`config.mk`:
```
export PLATFORM = sky130hd
export DESIGN_NAME = rns789_to_binary_flat
export DESIGN_NICKNAME = d
export VERILOG_FILES = /design/src/rtl/rns789_if.sv /design/src/rtl/rns789_to_binary.sv /design/src/flat_wrapper.sv
export SDC_FILE = /design/constraint.sdc
export NUM_CORES = 1
export LEC_CHECK = 0
export BUFFER_PORTS_ARGS = -buffer_cell sky130_fd_sc_hd__buf_2
export CELL_PAD_IN_SITES_DETAIL_PLACEMENT = 1
export CELL_PAD_IN_SITES_GLOBAL_PLACEMENT = 1
export CORE_ASPECT_RATIO = 0.7
export CORE_UTILIZATION = 45
export CTS_BUF_LIST = sky130_fd_sc_hd__clkbuf_16
export DETAILED_ROUTE_END_ITERATION = 8
export HOLD_SLACK_MARGIN = 0.06
export PLACE_DENSITY_LB_ADDON = 0.05
export SLEW_MARGIN = 20
export SYNTH_ARGS = -nofsm -noshare
export SYNTH_HDL_FRONTEND = slang
export SYNTH_SLANG_ARGS = --single-unit
```
`constraint.sdc`:
```
create_clock -name clk -period 9.35 [get_ports clk]
set_clock_uncertainty 0.1 [all_clocks]
set_input_delay 0.935 -clock clk [delete_from_list [all_inputs] [get_ports clk]]
set_output_delay 0.935 -clock clk [all_outputs]
set_load 0.005 [all_outputs]
```
`src/rtl/rns789_if.sv`:
```
// rns789_if
//   Handshake bundle for the RNS {7,8,9} -> binary reverse converter.
//   master: the side that issues residue triples and consumes results.
//   slave : the converter.
// Signals:
//   in_valid / in_ready : input-side valid/ready
//   r7, r8, r9          : residues mod 7, mod 8, mod 9
//   out_valid/out_ready : output-side valid/ready
//   x, err              : binary result 0..503, illegal-residue flag
interface rns789_if;
  logic       in_valid;
  logic       in_ready;
  logic [2:0] r7;
  logic [2:0] r8;
  logic [3:0] r9;
  logic       out_valid;
  logic       out_ready;
  logic [8:0] x;
  logic       err;

  modport master (
    output in_valid, r7, r8, r9, out_ready,
    input  in_ready, out_valid, x, err
  );

  modport slave (
    input  in_valid, r7, r8, r9, out_ready,
    output in_ready, out_valid, x, err
  );
endinterface

```
`src/rtl/rns789_to_binary.sv`:
```
// rns789_to_binary
//   Multi-cycle mixed-radix reverse converter, residues {7,8,9} -> X in 0..503.
//   Digit order 8, 7, 9:
//     a1 = r8
//     a2 = (r7 - a1) mod 7          (8^-1 mod 7 = 1)
//     a3 = ((r9 - a1 - 8*a2) * 5) mod 9   (56 mod 9 = 2, 2^-1 mod 9 = 5)
//     x  = a1 + 8*a2 + 56*a3
// Ports:
//   clk  : clock, rising edge
//   rst  : synchronous active-high reset
//   bus  : rns789_if.slave (in_valid/in_ready, r7/r8/r9, out_valid/out_ready, x, err)
// Build option:
//   RNS789_INVALID_CHECK_EN defined   -> r7=7 or r9>=9 gives err=1, x=0.
//   RNS789_INVALID_CHECK_EN undefined -> err tied 0; r7=7 treated as 0,
//                                        r9 in 9..15 reduced mod 9.
//
// state | meaning
// IDLE  | in_ready=1, waiting for a residue triple
// MR1   | computing digit a2
// MR2   | computing digit a3
// ACC   | accumulating x, registering err
// DONE  | out_valid=1, holding result until out_ready
module rns789_to_binary (
  input  logic     clk,
  input  logic     rst,
  rns789_if.slave  bus
);

  typedef enum logic [2:0] {IDLE, MR1, MR2, ACC, DONE} state_t;

  state_t     state;
  logic [2:0] r7_q;
  logic [3:0] r9_q;
  logic [2:0] a1;
  logic [2:0] a2;
  logic [3:0] a3;
  logic       bad_q;
  logic       in_ready_q;
  logic       out_valid_q;
  logic [8:0] x_q;
  logic       err_q;

  logic [2:0] r7_n;
  logic [3:0] r9_n;
  logic       bad_n;
  logic [2:0] a1_m7;
  logic [3:0] d7;
  logic [3:0] d7_red;
  logic [2:0] a2_n;
  logic [5:0] p_lo;
  logic [6:0] d9;
  logic [3:0] m9;
  logic [5:0] t9;
  logic [3:0] a3_n;
  logic [8:0] x_n;

  always_comb begin
    // canonicalise inputs: 7 is the mod-7 double zero, 9..15 wrap into 0..6
    r7_n = (bus.r7 == 3'd7) ? 3'd0 : bus.r7;
    r9_n = (bus.r9 >= 4'd9) ? (bus.r9 - 4'd9) : bus.r9;
`ifdef RNS789_INVALID_CHECK_EN
    bad_n = (bus.r7 == 3'd7) || (bus.r9 >= 4'd9);
`else
    bad_n = 1'b0;
`endif

    // a2: offset by +7 so the difference never goes negative (range 1..13)
    a1_m7  = (a1 == 3'd7) ? 3'd0 : a1;
    d7     = {1'b0, r7_q} + 4'd7 - {1'b0, a1_m7};
    d7_red = (d7 >= 4'd7) ? (d7 - 4'd7) : d7;
    a2_n   = 3'(d7_red);

    // a3: a1 + 8*a2 <= 55, offset by +63 (a multiple of 9) keeps it 8..71
    p_lo = {3'b000, a1} + {a2, 3'b000};
    d9   = {3'b000, r9_q} + 7'd63 - {1'b0, p_lo};
    m9   = 4'(d9 % 7'd9);
    t9   = {2'b00, m9} * 6'd5;
    a3_n = 4'(t9 % 6'd9);

    x_n = {6'd0, a1} + {3'd0, a2, 3'b000} + ({5'd0, a3} * 9'd56);
  end

  always_ff @(posedge clk) begin
    if (rst) begin
      state       <= IDLE;
      in_ready_q  <= 1'b1;
      out_valid_q <= 1'b0;
      x_q         <= '0;
      err_q       <= 1'b0;
      a1          <= '0;
      a2          <= '0;
      a3          <= '0;
      r7_q        <= '0;
      r9_q        <= '0;
      bad_q       <= 1'b0;
    end else begin
      case (state)
        IDLE: begin
          if (bus.in_valid) begin
            r7_q       <= r7_n;
            r9_q       <= r9_n;
            a1         <= bus.r8;
            bad_q      <= bad_n;
            in_ready_q <= 1'b0;
            state      <= MR1;
          end
        end
        MR1: begin
          a2    <= a2_n;
          state <= MR2;
        end
        MR2: begin
          a3    <= a3_n;
          state <= ACC;
        end
        ACC: begin
          x_q         <= bad_q ? 9'd0 : x_n;
          err_q       <= bad_q;
          out_valid_q <= 1'b1;
          state       <= DONE;
        end
        DONE: begin
          if (bus.out_ready) begin
            out_valid_q <= 1'b0;
            in_ready_q  <= 1'b1;
            state       <= IDLE;
          end
        end
        default: begin
          out_valid_q <= 1'b0;
          in_ready_q  <= 1'b1;
          state       <= IDLE;
        end
      endcase
    end
  end

  assign bus.in_ready  = in_ready_q;
  assign bus.out_valid = out_valid_q;
  assign bus.x         = x_q;
  assign bus.err       = err_q;

endmodule

```
`src/flat_wrapper.sv`:
```
// flat-port wrapper written by rule: the top's interface ports become plain ports
module rns789_to_binary_flat 
  (clk, rst, bus_in_valid, bus_r7, bus_r8, bus_r9, bus_out_ready, bus_in_ready, bus_out_valid, bus_x, bus_err);
  rns789_if bus_i ();
  input  logic clk;
  input  logic rst;
  input wire logic [$bits(bus_i.in_valid)-1:0] bus_in_valid;
  input wire logic [$bits(bus_i.r7)-1:0] bus_r7;
  input wire logic [$bits(bus_i.r8)-1:0] bus_r8;
  input wire logic [$bits(bus_i.r9)-1:0] bus_r9;
  input wire logic [$bits(bus_i.out_ready)-1:0] bus_out_ready;
  output wire logic [$bits(bus_i.in_ready)-1:0] bus_in_ready;
  output wire logic [$bits(bus_i.out_valid)-1:0] bus_out_valid;
  output wire logic [$bits(bus_i.x)-1:0] bus_x;
  output wire logic [$bits(bus_i.err)-1:0] bus_err;
  assign bus_i.in_valid = bus_in_valid;
  assign bus_i.r7 = bus_r7;
  assign bus_i.r8 = bus_r8;
  assign bus_i.r9 = bus_r9;
  assign bus_i.out_ready = bus_out_ready;
  assign bus_in_ready = bus_i.in_ready;
  assign bus_out_valid = bus_i.out_valid;
  assign bus_x = bus_i.x;
  assign bus_err = bus_i.err;
  rns789_to_binary u_core (.clk(clk), .rst(rst), .bus(bus_i));
endmodule
```
==> impl_metrics.tcl <==
set metrics [dict create \
    outcome "completed" \
    syn_area_um2 3150 \
    cp_slowest_stage_delay_ps 590 \
    synth_top_area_cell "dfxtp_1" \
    startpoint_type "flop" \
    hold_viol 0 \
    drtIter0Drc 86 \
    synth.top_cells.by_area "dfxtp_1 (20%), ha_1 (9.9%), nand2_1 (5.5%)" \
    critPathMaxFanout 7 \
    crit_path_top_delay_cell "a21boi_0" \
    syn_to_final_growth_pct 8.97 \
    period_needed_ps 7960 \
    synth_nets 441 \
    dieHeight_um 72.0 \
    reg2regPathDepth 33 \
    fin_util_pct 50.8 \
    htreeDepth 2 \
    synthFlopType "dfxtp_1" \
    startpoint "u_core.a1[0]$_SDFFE_PP0P_" \
    fin_nets 454 \
    synth_edf_count 0 \
    grt_overflow_total 0 \
    cts_tree "done" \
    ys_ff_latch 31 \
    crit_top_cell "ha_1" \
    worstHoldEndpoint "u_core.bus.x[6]$_SDFFE_PP0P_" \
    arrival_ps 7990 \
    max_freq_ghz 0.126 \
    core_area_um2 6760 \
    dp_hpwl_um 6430 \
    grt_max_degree 35 \
    antenna_found_initial 0 \
    cts.clk_slew.worst_paths_ps 50 \
    finalCritPeriodShare_pct 85.1 \
    hp-class "reg2reg" \
    synthTopCellsByCount "nand2_1 (46), a21oi_1 (32), dfxtp_1 (31), inv_1 (30), nor2_1 (26)" \
    place.gp.congestion 0.777 \
    r2r_end "u_core.a3[1]$_SDFFE_PP0P_" \
    cts-resized-gates 0 \
    drtAntennaViolNets 0 \
    initial_core_util_pct 46.6 \
    rsz0062_at_grt "false" \
    finalSetupViolations 0 \
    cp_num_buf_inv 4 \
    fin_setup_tns_ps 0 \
    routedWlPerCell_um 16.0 \
    whs_ps 355 \
    drc_errors 0 \
    synth_top_area_share_pct 19.7 \
    clockBufferDepth 2 \
    post-cts-setup-buffers 0 \
    synth_cell_type_count 71 \
    dieArea_um2 7350 \
    worst-slew-pin-transition_ps 1050 \
    grt_pass1_wl_um 14000 \
    crit_family "compound AO/OA/AOI/OAI gates" \
    cts_buffers 5 \
    reg2reg_slack_ps 1390 \
    async_flop_share_pct 0 \
    routed_wl_um 8050 \
    hold_path_startpoint "u_core.bus.x[6]$_SDFFE_PP0P_" \
    syn_inst 394 \
    yosys_warnings 0 \
    grt_pass1_vias 2893 \
    n_fill_cell 850 \
    synth_most_common_cell "nand2_1" \
    avgSynthCellArea_um2 8.00 \
    worstSetupPathType "reg2reg" \
    drv_cap 0 \
    worstSkewPairLatency_ps 270 \
    required_ps 9380 \
    vias 2852 \
    slew_headroom_pct 29.5 \
    cts.sink_count 31 \
    ys_seq_area_share_pct 19.7 \
    rr_startpoint "u_core.a1[0]$_SDFFE_PP0P_" \
    rows 25 \
    firstDrtPassIters 4 \
    grt_use_total_pct 24.0 \
    whs_path_depth 2 \
    cts-root-buf "clkbuf_16" \
    maxSlewViolCount 0 \
    layout-drive-gt1-share_pct 12.7 \
    worstSetupEndpointType "flop" \
    pin_count 26 \
    port_buffers 24 \
    dieWidth_um 102 \
    via_per_inst 5.68 \
    ctsHoldBuffers 0 \
    antenna_cells 0 \
]
how the worst max path moves through the flow:
stage,slack (ps),cells past startpoint,to
after global routing,790,33,u_core.a3[1]$_SDFFE_PP0P_
after detailed placement,1420,33,u_core.a3[1]$_SDFFE_PP0P_
after CTS,1420,33,u_core.a3[1]$_SDFFE_PP0P_
final,1390,33,u_core.a3[1]$_SDFFE_PP0P_
after global placement,1990,33,u_core.a3[1]$_SDFFE_PP0P_
after floorplan,2490,34,u_core.a3[1]$_SDFFE_PP0P_
registers in the layout, summed over array words and instances, names as in the netlist:
signal / flops
u_core.bus.x: 9
u_core.a3: 4
u_core.r9_q: 4
u_core.a1: 3
u_core.a2: 3
u_core.r7_q: 3
u_core.state: 3
u_core.bus.in_ready: 1
u_core.bus.out_valid: 1
worst min-delay path, stage by stage, from the launching register on:
cell     delay [ps]
dfxtp_1         300
nand2_1          50
a21oi_1          50
cells in the final DEF (no fill, tap or decap), drive strengths merged, types with 3 or more instances in the layout:
master,n
o21a,3
o21ai,20
nand3b,6
inv,31
a311o,4
ha,25
a211oi,6
or3,3
nand2,46
nor3,6
nor4,3
nor2,26
clkbuf,5
nand3,14
mux2,4
and2,4
a21o,9
a31oi,5
nand2b,8
xor2,5
mux2i,3
xnor2,14
a211o,3
fa,8
buf,24
nor3b,5
a21oi,36
and3,7
o211ai,5
dfxtp,31
area by class of cell:
type / count / area [um^2] / area share [%]
timing repair buffer: 24 / 120 / 3.50
tap: 94 / 118 / 3.42
clock inverter: 3 / 11.3 / 0.328
sequential: 31 / 621 / 18.1
inverter: 30 / 113 / 3.28
clock buffer: 5 / 125 / 3.64
multi-input combinational: 315 / 2330 / 67.8
logic make-up (layout without fill, tap and decap cells):
family                     after synthesis  count (layout)  share of synthesized area (%)
DFF                                     31              31                           19.7
muxes                                    7               7                           2.74
other                                    1               1                          0.119
and+or+nand+nor                        142             142                           23.2
buffers and inverters                   48              62                           6.67
AOI/OAI and AO/OA                      112             112                           26.4
adders and majority gates               34              34                           15.3
xor gates and xnor gates                19              19                           5.88
stage by stage:
stage / setup WS, ps / std cells / instance area, um^2
finish: 1390 / 502 / 3430
global route: 795 / 502 / 3430
CTS: 1420 / 502 / 3430
detailed placement: 1420 / 494 / 3300
global placement: 1990 / 494 / 3300
floorplan: 2490 / 394 / 3150
routing by layer:
| metal | GRT usage [%] | vias up | share of wire, % |
|---|---|---|---|
| met1 | 34.8 | 1361 | 53 |
| met5 | 0 | - | 0 |
| li1 | - | 1437 | - |
| met3 | 3.66 | 8 | 2.7 |
| met4 | 5.71 | 0 | 0.89 |
| met2 | 37.3 | 46 | 43 |
Power is not shown: default switching activity piles up to over one toggle a cycle in this logic, so the estimate is an artifact.
